<file path="config.mk">
export PLATFORM = sky130hd
export DESIGN_NAME = dram_addr_sequencer
export DESIGN_NICKNAME = d
export VERILOG_FILES = /design/src/rtl/dram_addr_sequencer.sv
export SDC_FILE = /design/constraint.sdc
export NUM_CORES = 1
export LEC_CHECK = 0
export BUFFER_PORTS_ARGS = -buffer_cell sky130_fd_sc_hd__buf_2
export CAP_MARGIN = 20
export CORE_MARGIN = 5
export CORE_UTILIZATION = 55
export DETAILED_ROUTE_END_ITERATION = 10
export MAX_ROUTING_LAYER = met4
export PLACE_DENSITY_LB_ADDON = 0.15
export SYNTH_ARGS = -nofsm -noshare
export SYNTH_HDL_FRONTEND = slang
export SYNTH_SLANG_ARGS = --single-unit
export TNS_END_PERCENT = 20
</file>
<file path="constraint.sdc">
create_clock -name clk -period 3.8 [get_ports clk]
set_clock_uncertainty 0.05 [all_clocks]
set_input_delay 0.19 -clock clk [delete_from_list [all_inputs] [get_ports clk]]
set_output_delay 0.19 -clock clk [all_outputs]
set_load 0.05 [all_outputs]
</file>
<file path="src/rtl/dram_addr_sequencer.sv">
`default_nettype none
// ============================================================================
// Module   : dram_addr_sequencer
// Purpose  : Runs one SDRAM access per request through ACT, COL and PRE phases,
//            driving the multiplexed address bus and the RAS/CAS/WE strobes.
// Revision : 1.0 - initial release
// ============================================================================
module dram_addr_sequencer #(
    parameter int ROW_W = 8,
    parameter int COL_W = 8,
    parameter int T_RCD = 2,
    parameter int T_CAS = 2,
    parameter int T_RP  = 2
) (
    input  logic                                       clk,
    input  logic                                       reset,
    input  logic                                       req_valid,
    output logic                                       req_ready,
    input  logic [ROW_W-1:0]                           req_row,
    input  logic [COL_W-1:0]                           req_col,
    input  logic                                       req_we,
    output logic [((ROW_W > COL_W) ? ROW_W : COL_W)-1:0] AddrOut,
    output logic                                       RAS_n,
    output logic                                       CAS_n,
    output logic                                       WE_n,
    output logic                                       done
);

    localparam int c_ADDR_W = (ROW_W > COL_W) ? ROW_W : COL_W;

    localparam logic [3:0] c_RCD_LD = 4'(T_RCD - 1);
    localparam logic [3:0] c_CAS_LD = 4'(T_CAS - 1);
    localparam logic [3:0] c_RP_LD  = 4'(T_RP - 1);

    // Counter is 4 bits wide, so every phase length must fit in 1..15.
    if (T_RCD < 1 || T_RCD > 15) begin : g_bad_trcd
        $error("dram_addr_sequencer: T_RCD must be in 1..15");
    end
    if (T_CAS < 1 || T_CAS > 15) begin : g_bad_tcas
        $error("dram_addr_sequencer: T_CAS must be in 1..15");
    end
    if (T_RP < 1 || T_RP > 15) begin : g_bad_trp
        $error("dram_addr_sequencer: T_RP must be in 1..15");
    end

    typedef enum logic [1:0] {
        ST_IDLE = 2'd0,
        ST_ACT  = 2'd1,
        ST_COL  = 2'd2,
        ST_PRE  = 2'd3
    } state_t;

    state_t              r_state;
    state_t              w_state_nx;
    logic [3:0]          r_cnt;
    logic [3:0]          w_cnt_nx;
    logic [COL_W-1:0]    r_col;
    logic                r_we;
    logic                r_req_ready;
    logic [c_ADDR_W-1:0] r_addr;
    logic                r_ras_n;
    logic                r_cas_n;
    logic                r_we_n;
    logic                r_done;

    logic                w_xfer;
    logic                w_req_ready_nx;
    logic [c_ADDR_W-1:0] w_addr_nx;
    logic                w_ras_n_nx;
    logic                w_cas_n_nx;
    logic                w_we_n_nx;
    logic                w_done_nx;

    assign w_xfer = req_valid & r_req_ready;

    // Next state and phase counter; the counter is reloaded on every state entry.
    always_comb begin
        w_state_nx = r_state;
        w_cnt_nx   = r_cnt;
        w_done_nx  = 1'b0;
        case (r_state)
            ST_IDLE: begin
                w_cnt_nx = 4'd0;
                if (w_xfer) begin
                    w_state_nx = ST_ACT;
                    w_cnt_nx   = c_RCD_LD;
                end
            end
            ST_ACT: begin
                if (r_cnt == 4'd0) begin
                    w_state_nx = ST_COL;
                    w_cnt_nx   = c_CAS_LD;
                end else begin
                    w_cnt_nx = r_cnt - 4'd1;
                end
            end
            ST_COL: begin
                if (r_cnt == 4'd0) begin
                    w_state_nx = ST_PRE;
                    w_cnt_nx   = c_RP_LD;
                end else begin
                    w_cnt_nx = r_cnt - 4'd1;
                end
            end
            ST_PRE: begin
                if (r_cnt == 4'd0) begin
                    w_state_nx = ST_IDLE;
                    w_cnt_nx   = 4'd0;
                    w_done_nx  = 1'b1;
                end else begin
                    w_cnt_nx = r_cnt - 4'd1;
                end
            end
            default: begin
                w_state_nx = ST_IDLE;
                w_cnt_nx   = 4'd0;
            end
        endcase
    end

    // Outputs are decoded from the next state so they are registered yet
    // aligned with the state they belong to.
    always_comb begin
        w_req_ready_nx = 1'b0;
        w_addr_nx      = '0;
        w_ras_n_nx     = 1'b1;
        w_cas_n_nx     = 1'b1;
        w_we_n_nx      = 1'b1;
        case (w_state_nx)
            ST_IDLE: begin
                w_req_ready_nx = 1'b1;
            end
            ST_ACT: begin
                w_ras_n_nx = 1'b0;
                w_addr_nx  = (r_state == ST_IDLE) ? c_ADDR_W'(req_row) : r_addr;
            end
            ST_COL: begin
                w_ras_n_nx = 1'b0;
                w_cas_n_nx = 1'b0;
                w_we_n_nx  = ~r_we;
                w_addr_nx  = c_ADDR_W'(r_col);
            end
            ST_PRE: begin
                w_addr_nx = '0;
            end
            default: begin
                w_req_ready_nx = 1'b0;
            end
        endcase
    end

    always_ff @(posedge clk) begin
        if (!reset) begin
            r_state     <= ST_IDLE;
            r_cnt       <= 4'd0;
            r_col       <= '0;
            r_we        <= 1'b0;
            r_req_ready <= 1'b0;
            r_addr      <= '0;
            r_ras_n     <= 1'b1;
            r_cas_n     <= 1'b1;
            r_we_n      <= 1'b1;
            r_done      <= 1'b0;
        end else begin
            r_state     <= w_state_nx;
            r_cnt       <= w_cnt_nx;
            r_req_ready <= w_req_ready_nx;
            r_addr      <= w_addr_nx;
            r_ras_n     <= w_ras_n_nx;
            r_cas_n     <= w_cas_n_nx;
            r_we_n      <= w_we_n_nx;
            r_done      <= w_done_nx;
            if (w_xfer) begin
                r_col <= req_col;
                r_we  <= req_we;
            end
        end
    end

    assign req_ready = r_req_ready;
    assign AddrOut   = r_addr;
    assign RAS_n     = r_ras_n;
    assign CAS_n     = r_cas_n;
    assign WE_n      = r_we_n;
    assign done      = r_done;

endmodule
`default_nettype wire

</file>
==> results of run 1 <==
## Yosys cell counts
library cell  number
nor3b_2            1
clkbuf_1           4
and2_1             2
buf_2              1
nor2_1             3
buf_6              3
nor4_1             2
ha_1               9
a2111oi_0          1
or3b_1             1
a31o_2             1
a2111oi_1          1
o2111ai_1          1
nand2b_1           1
nor2b_4            1
a22oi_1            8
nand2_1           29
a211oi_1           2
nor3_1             6
a211o_1            1
a21oi_1           19
or3_2              6
or3_1              3
inv_1              6
dfxtp_1           28
nand3_1            1
xnor2_1            2
and3_1             1
## metal layers
| metal | wire (µm) | up-vias |
|---|---|---|
| met5 | 0 | - |
| met4 | 16 | 0 |
| met3 | 178 | 2 |
| met2 | 1270 | 34 |
| met1 | 1210 | 486 |
| li1 | - | 563 |
## worst max path at each step
| stage | startpoint | end | slack [ns] | cells past startpoint |
|---|---|---|---|---|
| 3_5_place_dp | r_state[0]$_SDFF_PN0_ | AddrOut[4]$_SDFFE_PN0P_ | 1.18 | 8 |
| 6_report | r_state[0]$_SDFF_PN0_ | AddrOut[4]$_SDFFE_PN0P_ | 1.09 | 8 |
| 2_1_floorplan | r_cnt[0]$_SDFF_PN0_ | AddrOut[5]$_SDFFE_PN0P_ | 1.46 | 11 |
| 5_1_grt | r_state[0]$_SDFF_PN0_ | AddrOut[0]$_SDFFE_PN0P_ | 0.87 | 8 |
| 3_3_place_gp | r_cnt[0]$_SDFF_PN0_ | AddrOut[4]$_SDFFE_PN0P_ | 1.25 | 9 |
| 4_1_cts | r_state[0]$_SDFF_PN0_ | AddrOut[4]$_SDFFE_PN0P_ | 1.13 | 8 |
## where the power goes
part / switching [W] / total [W] / internal (W)
clock network: 0.0000877 / 0.000194 / 0.000107
logic: 0.000348 / 0.000526 / 0.000178
registers: 0.0000316 / 0.000382 / 0.000350
## critical path: stages, from the launching register on
cell and delay (ns):
dfxtp_1 0.43, inv_1 0.10, ha_1 0.33, nor4_1 0.44, or3_1 0.21, ha_1 0.36, a22oi_1 0.16, or3_2 0.42
a21oi_1 0.16
## state kept, by name, summed over array words and instances (netlist names)
signal	flops
CAS_n	1
req_ready	1
r_cnt	4
r_state	2
WE_n	1
RAS_n	1
r_col	8
done	1
r_we	1
AddrOut	8
## cell families (layout without fill, tap and decap cells)
family                   after synthesis  in the layout  synth area share
buffers and inverters                 14             44            0.0599
AND/OR/NAND/NOR                       57             57             0.229
flip-flops                            28             28             0.440
XOR/XNOR                               2              2            0.0138
AO/OA/AOI/OAI                         34             34             0.169
adder cells (fa/ha/maj)                9              9            0.0884
## through the flow
step	std cells	worst slack, ns	cell area [µm²]	total power, W	utilization
3_3_place_gp	196	1.25	1420	0.000899	0.640
3_5_place_dp	196	1.18	1420	0.000911	0.640
2_1_floorplan	144	1.46	1270	0.000824	-
5_1_grt	202	0.868	1490	0.00119	0.673
6_report	202	1.09	1490	0.00110	0.673
4_1_cts	200	1.13	1470	0.00111	0.663
## final cells by class
cell class | instances | area share
Clock buffer | 3 | 0.0151
Clock inverter | 1 | 0.0202
Inverter | 6 | 0.0151
Multi-Input combinational cell | 102 | 0.428
Sequential cell | 28 | 0.377
Tap cell | 28 | 0.0235
Timing Repair Buffer | 34 | 0.121
## repair_timing
| action | CTS | global route |
|---|---|---|
| gates resized for setup | 0 | 0 |
| hold buffers | 0 | 2 |
| endpoints found under the hold margin | 0 | 2 |
==> impl_results.md, run 1 <==
- Status: finished clean
- Worst hold start: req_we
- Final number of setup-violating endpoints: 0
- IO Port Bufs: 32
- Routability cong.: 0.871
- Post-layout minimum cycle time: about 2.7 ns
- Final Max Slew Viols: 0
- CTS tree: done
- Met1 Track Usage GR: 0.220
- Main area contributors after synthesis: dfxtp_1 44%, ha_1 8.8%, nand2_1 8.5%, a21oi_1 7.5%, a22oi_1 4.7%
- Row cnt: 17
- Worst R2R Start: r_state[0]$_SDFF_PN0_
- Kind of end point of the critical path: flip-flop
- CTS buffer count: 3
- Share of layout cells above drive strength 1: 0.259
- Vias: 1085
- Reg2Reg Setup Slack: 1.09 ns
- DR iter-0 viols: 29
- Crit Path Max Fanout: 10
- Area of the multi-input gates: 637 µm²
- Critical path type: flip-flop to flip-flop
- Largest net degree at the start of global routing: 21
- Root Driver: clkbuf_4
- Sequential cell area: 561 µm²
- Synth top area share: 0.440
- Leakage: ~0.6 nW
- Synthesized instance count: 144
- N_diodes: 0
- Die Footprint: 0.00338 mm²
- Width of the chip: 58.1 µm
- Ys Warns: 0
- First-pass GRT wire length: 4570 µm
- Via density: 5.37
- Remaining Overflow, GRT: 0
- Initial antenna violation count: 0
- GR Util met2: 0.282
- Routed wire length: between 2000 and 3000 µm
- Number of global-route vias before repair: ~1100
- Height of the die: 58.1 µm
- Ports: 33
- Commonest non-fill, non-tap cell in the layout: buf_2
- Clock Latency Late Sink: 0.32 ns
- Post-CTS Setup Bufs: 0
- Core Region: 0.00221 mm²
- Cell Pwr Density: 741 mW/mm²
- Worst Hold Path EP: r_we$_SDFFE_PN0P_
- GR Util met3: 0.0334
- Final hold violations: 0
- DRT antenna net count: 0
- RSZ-0062 raised after global routing: no
- Worst-path clk slew: 0.15 ns
- Dominant cell type by area after synthesis: dfxtp_1
- Longest Clk Path Bufs: 2
- Clk sinks: 28
- Post-synthesis cell area: 0.00127 mm²
- Register area share after synthesis: 0.440
- Layout Nets: about 200
- Period utilisation layout: 0.713
- Final HPWL DP: between 2000 and 2500 µm
- Req. time, crit path: approximately 4 ns
- Worst hold path depth: 3
- Total Routing Usage GR: 0.176
- GRT busiest layer: met2
- HP Class: input port to flip-flop
- Worst-case vdd ir drop: 0.415 mV
- Max-cap viol count: 0
- Max_slew headroom: 0.592
- CP Launch Type: flip-flop
- Initial core utilization: 0.576
- DR WL/cell: 13.2 µm
- CP arrival: 2.92 ns
- 1st-pass router iterations: 4
- # DRC: 0
- Filler instances: 216
- Reg2Reg Depth: 8
- R2R Path End: AddrOut[4]$_SDFFE_PN0P_
- Unique cell type count in the Yosys netlist: 28
- Least-Margin Pin Slew: 0.612 ns
- Synthesized Nets: 173
- Setup TNS Final: 0 ns
- Worst hold slack: 0.0280 ns
- Synth Register Bits: 28
- Htree depth: 1
- Commonest non-fill, non-tap cells in the layout: 32 x buf_2, 29 x nand2_1, 28 x dfxtp_1
- Avg Cell Area, Syn: 8.85 µm²
- Layout area overhead: 16.8%
- F_max: approximately 0.37 GHz
Note: power is estimated with default switching activity, not from simulation.
==> run 2: changes to the inputs <==
- CORE_UTILIZATION: 55 -> 46
- clock period: 3.8 -> 2.25 ns (I/O delays scaled with it)
==> run 2 against run 1 <==
  * The flow now finishes with violations (setup timing)
  * Sequential power rose by 71%
  * Register-to-register slack lost 1.2 ns
  * First-iteration DRC count increased by 21%
  * Via count increased by 11%
  * Non-clock buffer count increased by 29
  * Cell count is 16% higher
  * Clock power increased by 74%
  * Global-route usage rose by 0.10 points
  * Count of clock-buffer cells in the layout is the same
  * Wire length grew 22%
  * Critical path type unchanged
  * Largest cell class unchanged
==> impl_results.md, run 2 (same netlist as run 1, synthesis figures left out) <==
- R2R Path End: AddrOut[7]$_SDFFE_PN0P_
- Worst hold start: reset
- Number of global-route vias before repair: 1201 (+12%)
- Root Driver: clkbuf_4
- Filler instances: 238 (+10%)
- Leakage: 0.784 nW (+28%)
- Final hold violations: 0 (unchanged)
- F_max: 0.428 GHz (+16%)
- Cell Chain, Critical Path: inv_1, ha_1, inv_1, a21oi_2, a211o_1, ha_4, buf_4, a22oi_1, or3_2, a21oi_1
- N_diodes: 0 (unchanged)
- Crit path max-delay family: compound AO/OA/AOI/OAI gates
- Layout area overhead: 44.6%
- Largest net degree at the start of global routing: 21 (unchanged)
- Htree depth: 1 (unchanged)
- Total Routing Usage GR: 0.178 (+0.00104)
- Most frequent CP cell: inv_1
- Commonest non-fill, non-tap cells in the layout: 32 x buf_2, 28 x nand2_1, 24 x dfxtp_1
- Max-cap viol count: 0 (unchanged)
- WL met2: 1570 µm (+24%)
- Layout Nets: 233 (+14%)
- CP bufs+invs: 3 (+2)
- Initial core utilization: 0.470 (-0.106)
- Routed wire length: 3250 µm (+22%)
- Reg2Reg Depth: 10 (+2)
- Met3 wire len: 173 µm (-2.8%)
- Post-layout minimum cycle time: 2.33 ns (-0.374 ns)
- CTS tree: done
- Final HPWL DP: 2250 µm (+12%)
- Finished Core Util: 0.680 (+0.00708)
- Vias: 1209 (+11%)
- Top sig layer: met4
- Failing checks: setup timing
- Routability cong.: 0.904 (+3.8%)
- DRT antenna net count: 0 (unchanged)
- Status: finished with violations
- Reg2Reg Setup Slack: -0.08 ns (-1.18 ns)
- DR WL/cell: 13.9 µm (+5.0%)
- HP Class: input port to flip-flop
- Via density: 5.17 (-3.8%)
- DR iter-0 viols: 35 (+21%)
- Worst Hold Path EP: req_ready$_SDFF_PN0_
- Cell Pwr Density: 1260 mW/mm² (+70%)
- Initial antenna violation count: 0 (unchanged)
- CTS buffer count: 3 (unchanged)
- Clock Latency Late Sink: 0.34 ns (+0.02 ns)
- First-pass GRT wire length: 5510 µm (+21%)
- Critical path type: flip-flop to flip-flop
- Commonest non-fill, non-tap cell in the layout: buf_2
- RSZ-0062 raised after global routing: yes
- Slowest CP cell: or3_2
- Worst-path clk slew: 0.16 ns (about the same)
- Height of the die: 62.6 µm (+7.7%)
- Crit Path Max Fanout: 5 (-5)
- Period utilisation layout: 1.04 (+0.325)
- Clk sinks: 28 (unchanged)
- Final number of setup-violating endpoints: 5 (+5)
- Final Max Slew Viols: 0 (unchanged)
- Req. time, crit path: 2.48 ns (-1.53 ns)
- Placed cell count: 217 (+11%)
- Met1 Wirelength: 1450 µm (+20%)
- Final worst slack: -0.0849 ns (-1.18 ns)
- Post-Layout Cell Count: 234 (+16%)
- Least-Margin Pin Slew: 0.617 ns (+0.00570 ns)
- IO Port Bufs: 32 (unchanged)
- Worst hold path depth: 2 (-1)
- Pre-CTS WS: -0.176 ns (-1.35 ns)
- Die Footprint: 0.00392 mm² (+16%)
- CP arrival: 2.57 ns (-0.35 ns)
- Core Region: 0.00271 mm² (+23%)
- Remaining Overflow, GRT: 0 (unchanged)
- Ports: 33 (unchanged)
- # DRC: 0 (unchanged)
- CP Launch Type: flip-flop
- Worst R2R Start: r_state[0]$_SDFF_PN0_
- Kind of end point of the critical path: flip-flop
- 1st-pass router iterations: 4 (unchanged)
- Width of the chip: 62.6 µm (+7.7%)
- Row cnt: 19 (+2)
- Slowest stage delay, CP: 0.42 ns (-0.02 ns)
- Max_slew headroom: 0.588 (-0.00380)
- Longest Clk Path Bufs: 2 (unchanged)
- Share of layout cells above drive strength 1: 0.419 (+0.160)
- Worst-case vdd ir drop: 0.872 mV (+110%)
- Design Power: 0.00232 W (+110%)
run 2: cell count changes in the layout (fill, tap and decap cells not counted), moves of 4 or more:
cell / change
dfxtp_1: -4
dlygate4sd3_1: +8
buf_4: +21
dfxtp_2: +4
nor3_1: -4
run 2: worst register-to-register path: stages (launching register included):
cell     delay, ns
dfxtp_2       0.36
inv_1         0.08
ha_1          0.32
inv_1         0.15
a21oi_2       0.22
a211o_1       0.20
ha_4          0.16
buf_4         0.12
a22oi_1       0.06
or3_2         0.42
a21oi_1       0.15
run 2: routing by layer:
metal	global-route usage	up-vias
met4	0.0716	0
met3	0.0288	5
met5	-	-
met1	0.223	552
li1	-	620
met2	0.282	32
run 2: worst max path at each step:
| stage | from | end | slack (ns) | depth (start not counted) |
|---|---|---|---|---|
| 2_1_floorplan | r_cnt[0]$_SDFF_PN0_ | AddrOut[6]$_SDFFE_PN0P_ | -0.005 | 11 |
| 3_3_place_gp | r_cnt[1]$_SDFF_PN0_ | AddrOut[0]$_SDFFE_PN0P_ | -0.09 | 9 |
| 3_5_place_dp | r_cnt[1]$_SDFF_PN0_ | AddrOut[0]$_SDFFE_PN0P_ | -0.18 | 9 |
| 4_1_cts | r_cnt[0]$_SDFF_PN0_ | AddrOut[7]$_SDFFE_PN0P_ | -0.07 | 9 |
| 5_1_grt | r_cnt[1]$_SDFF_PN0_ | AddrOut[7]$_SDFFE_PN0P_ | -0.25 | 11 |
| 6_report | r_state[0]$_SDFF_PN0_ | AddrOut[7]$_SDFFE_PN0P_ | -0.08 | 10 |
run 2: metrics by stage:
step,TNS (ns),hold WS [ns],area (µm²)
finish,-0.294,0.0156,1840
floorplan,-0.00500,0.132,1310
CTS,-0.225,0.0107,1830
global placement,-0.459,0.304,1590
global route,-1.43,0.00681,1840
detailed placement,-1.07,0.308,1590
run 2: timing repair:
| action | 4_1_cts | 5_1_grt |
|---|---|---|
| hold endpoints to repair | 12 | 0 |
| gates resized for setup | 13 | 2 |
| endpoints found under the setup margin | 8 | 8 |
| cloned | 0 | 0 |
| setup buffers | 3 | 0 |
| hold buffers | 10 | 0 |
| pin swaps | 5 | 2 |
run 2: cell type report:
class,count,area (µm²),area share
Inverter,6,22.5,0.0122
Clock inverter,1,30.0,0.0163
Tap cell,31,38.8,0.0211
Sequential cell,28,566,0.307
Timing Repair Buffer,63,418,0.227
Clock buffer,3,22.5,0.0122
Multi-Input combinational cell,102,744,0.404
run 2: report_power, final:
group / switching (W) / internal, W
Sequential: 0.0000572 / 0.000595
Combinational: 0.000729 / 0.000597
Clock: 0.000156 / 0.000180
==> run 3: changes to the inputs <==
- PLACE_DENSITY_LB_ADDON: 0.15 -> 0.08
==> run 3 against run 2 <==
  * Critical path depth unchanged
  * Clock power decreased by 25%
  * Non-clock buffer count increased by 1
  * Die area unchanged
  * Cell count increased by 0.85%
  * Total power increased by 3.2%
  * Final area increased by 4.7%
  * Global-route usage about the same
  * Setup slack improved by 0.066 ns
  * The run still ends with setup timing left
  * Sequential cell count unchanged
  * Combinational power increased by 11%
  * Fmax increased by 2.9%
==> impl_results.md, run 3 (same netlist as run 1, synthesis figures left out) <==
- Post-Layout Cell Count: 236 (+0.85%)
- Design Power: 0.00239 W (+3.2%)
- Filler instances: 223 (-6.3%)
- Initial core utilization: 0.470 (unchanged)
- CTS tree: done
- First-pass GRT wire length: 5640 µm (+2.2%)
- Final Max Slew Viols: 0 (unchanged)
- Share of layout cells above drive strength 1: 0.468 (+0.0496)
- RSZ-0062 raised after global routing: yes
- Final worst slack: -0.0188 ns (+0.0662 ns)
- R2R Path End: AddrOut[3]$_SDFFE_PN0P_
- Width of the chip: 62.6 µm (unchanged)
- Failing checks: setup timing
- Worst hold path depth: 2 (unchanged)
- Initial antenna violation count: 0 (unchanged)
- Least-Margin Pin Slew: 0.754 ns (+0.137 ns)
- Vias: 1251 (+3.5%)
- Routed wire length: 3420 µm (+5.1%)
- CP Launch Type: flip-flop
- Status: finished with violations
- Worst-path clk slew: 0.16 ns (about the same)
- CTS buffer count: 3 (unchanged)
- Core Region: 0.00271 mm² (unchanged)
- Row cnt: 19 (unchanged)
- CP arrival: 2.43 ns (-0.14 ns)
- Crit Path Max Fanout: 9 (+4)
- Die Footprint: 0.00392 mm² (unchanged)
- Slowest CP cell: or3_4
- Root Driver: clkbuf_4
- Reg2Reg Setup Slack: -0.02 ns (+0.07 ns)
- Kind of end point of the critical path: flip-flop
- Slowest stage delay, CP: 0.39 ns (-0.03 ns)
- Worst Hold Path EP: req_ready$_SDFF_PN0_
- N_diodes: 0 (unchanged)
- Cell Chain, Critical Path: inv_2, ha_2, nor3b_4, buf_6, a21oi_2, or3_4, ha_4, a22oi_1, or3_4, a21oi_2
- Final HPWL DP: 2200 µm (-2.3%)
- Number of global-route vias before repair: 1217 (+1.3%)
- Max_slew headroom: 0.497 (-0.0915)
- Period utilisation layout: 1.01 (-0.0294)
- Remaining Overflow, GRT: 0 (unchanged)
- Leakage: 0.788 nW (+0.44%)
- Longest Clk Path Bufs: 2 (unchanged)
- Req. time, crit path: 2.41 ns (-0.07 ns)
- Post-route cell area: 0.00193 mm² (+4.7%)
- DR iter-0 viols: 33 (-5.7%)
- Commonest non-fill, non-tap cells in the layout: 32 x buf_2, 28 x nand2_1, 24 x dfxtp_1
- Final number of setup-violating endpoints: 2 (-3)
- F_max: 0.441 GHz (+2.9%)
- Commonest non-fill, non-tap cell in the layout: buf_2
- DR WL/cell: 14.5 µm (+4.2%)
- Area post-placement: 0.00160 mm² (+0.79%)
- Layout area overhead: 51.4%
- DRT antenna net count: 0 (unchanged)
- Clock Latency Late Sink: 0.33 ns (about the same)
- Layout Nets: 235 (+0.86%)
- Final hold violations: 0 (unchanged)
- # DRC: 0 (unchanged)
- Max-cap viol count: 0 (unchanged)
- Htree depth: 1 (unchanged)
- 1st-pass router iterations: 4 (unchanged)
- Placed cell count: 217 (unchanged)
- Post-layout minimum cycle time: 2.27 ns (-0.0662 ns)
- Worst-case vdd ir drop: 0.876 mV (+0.43%)
- IO Port Bufs: 32 (unchanged)
- Worst hold slack: 0.0256 ns (+0.00998 ns)
- Largest net degree at the start of global routing: 21 (unchanged)
- Worst hold start: reset
- Routability cong.: 0.829 (-8.3%)
- Clk sinks: 28 (unchanged)
- Cell Pwr Density: 1240 mW/mm² (-1.4%)
- HP Class: input port to flip-flop
- Worst R2R Start: r_cnt[1]$_SDFF_PN0_
- Via density: 5.30 (+2.6%)
- Total Routing Usage GR: 0.178 (+0.000315)
- Height of the die: 62.6 µm (unchanged)
- Reg2Reg Depth: 10 (unchanged)
- Ports: 33 (unchanged)
- Critical path type: flip-flop to flip-flop
## run 3: changes by cell type in the layout (fill, tap and decap cells not counted), moves of 2 or more
cell | before | now
a21oi_1 | 16 | 11
a21oi_2 | 3 | 8
or3_2 | 5 | 0
or3_4 | 2 | 7
ha_1 | 7 | 4
ha_2 | 0 | 3
buf_4 | 21 | 19
nor3_2 | 3 | 1
nor3_4 | 1 | 3
## run 3: metal layers
layer,part of all wire,vias up,track usage,wire (µm)
li1,-,624,-,-
met1,0.45,592,0.229,1550
met2,0.49,29,0.281,1680
met3,0.043,6,0.0414,148
met4,0.0097,0,0.0451,33
met5,0,-,-,0
## run 3: power by group
part           leakage (nW)  internal, W  total [W]  switching [W]
Clock                0.0210    0.0000991   0.000253       0.000153
Sequential            0.229     0.000595   0.000652      0.0000568
Combinational         0.537     0.000691    0.00148       0.000793
Total                 0.788      0.00139    0.00239        0.00100
## run 3: area by class of cell
type                       instances  area [µm²]  area share
timing repair buffer              64         444       0.230
inverter                           6        22.5      0.0117
clock buffer                       4        36.3      0.0188
multi-input combinational        103         821       0.426
tap                               31        38.8      0.0201
sequential                        28         566       0.293
## run 3: through the flow
stage               utilization  setup WS (ns)   TNS, ns
floorplan                     -       -0.00500  -0.00500
global placement          0.590        -0.0841    -0.422
detailed placement        0.590         -0.145    -0.878
CTS                       0.685        -0.0334    -0.123
global route              0.711         -0.162    -0.877
finish                    0.711        -0.0188   -0.0207
## run 3: worst max path at each step
| stage | from | end | slack, ns |
|---|---|---|---|
| floorplan | r_cnt[0]$_SDFF_PN0_ | AddrOut[6]$_SDFFE_PN0P_ | -0.005 |
| global placement | r_cnt[1]$_SDFF_PN0_ | AddrOut[2]$_SDFFE_PN0P_ | -0.08 |
| detailed placement | r_cnt[1]$_SDFF_PN0_ | AddrOut[7]$_SDFFE_PN0P_ | -0.14 |
| CTS | r_cnt[1]$_SDFF_PN0_ | AddrOut[7]$_SDFFE_PN0P_ | -0.03 |
| global route | r_cnt[1]$_SDFF_PN0_ | AddrOut[3]$_SDFFE_PN0P_ | -0.16 |
| finish | r_cnt[1]$_SDFF_PN0_ | AddrOut[3]$_SDFFE_PN0P_ | -0.02 |
## run 3: critical path: cells and delay by family, from the launching register on
family | cells | cell delay, ns
AND/OR/NAND/NOR | 3 | 0.83
flip-flops | 1 | 0.36
buffers and inverters | 2 | 0.20
adder cells (fa/ha/maj) | 2 | 0.37
AO/OA/AOI/OAI | 3 | 0.33
## run 3: timing repair
| item | 4_1_cts | 5_1_grt |
|---|---|---|
| setup endpoints to repair | 8 | 8 |
| pin swaps | 8 | 9 |
| endpoints found under the hold margin | 11 | 0 |
| setup buffers | 2 | 1 |
| gates resized for setup | 17 | 17 |
| hold buffers | 11 | 0 |
| gates cloned | 1 | 0 |
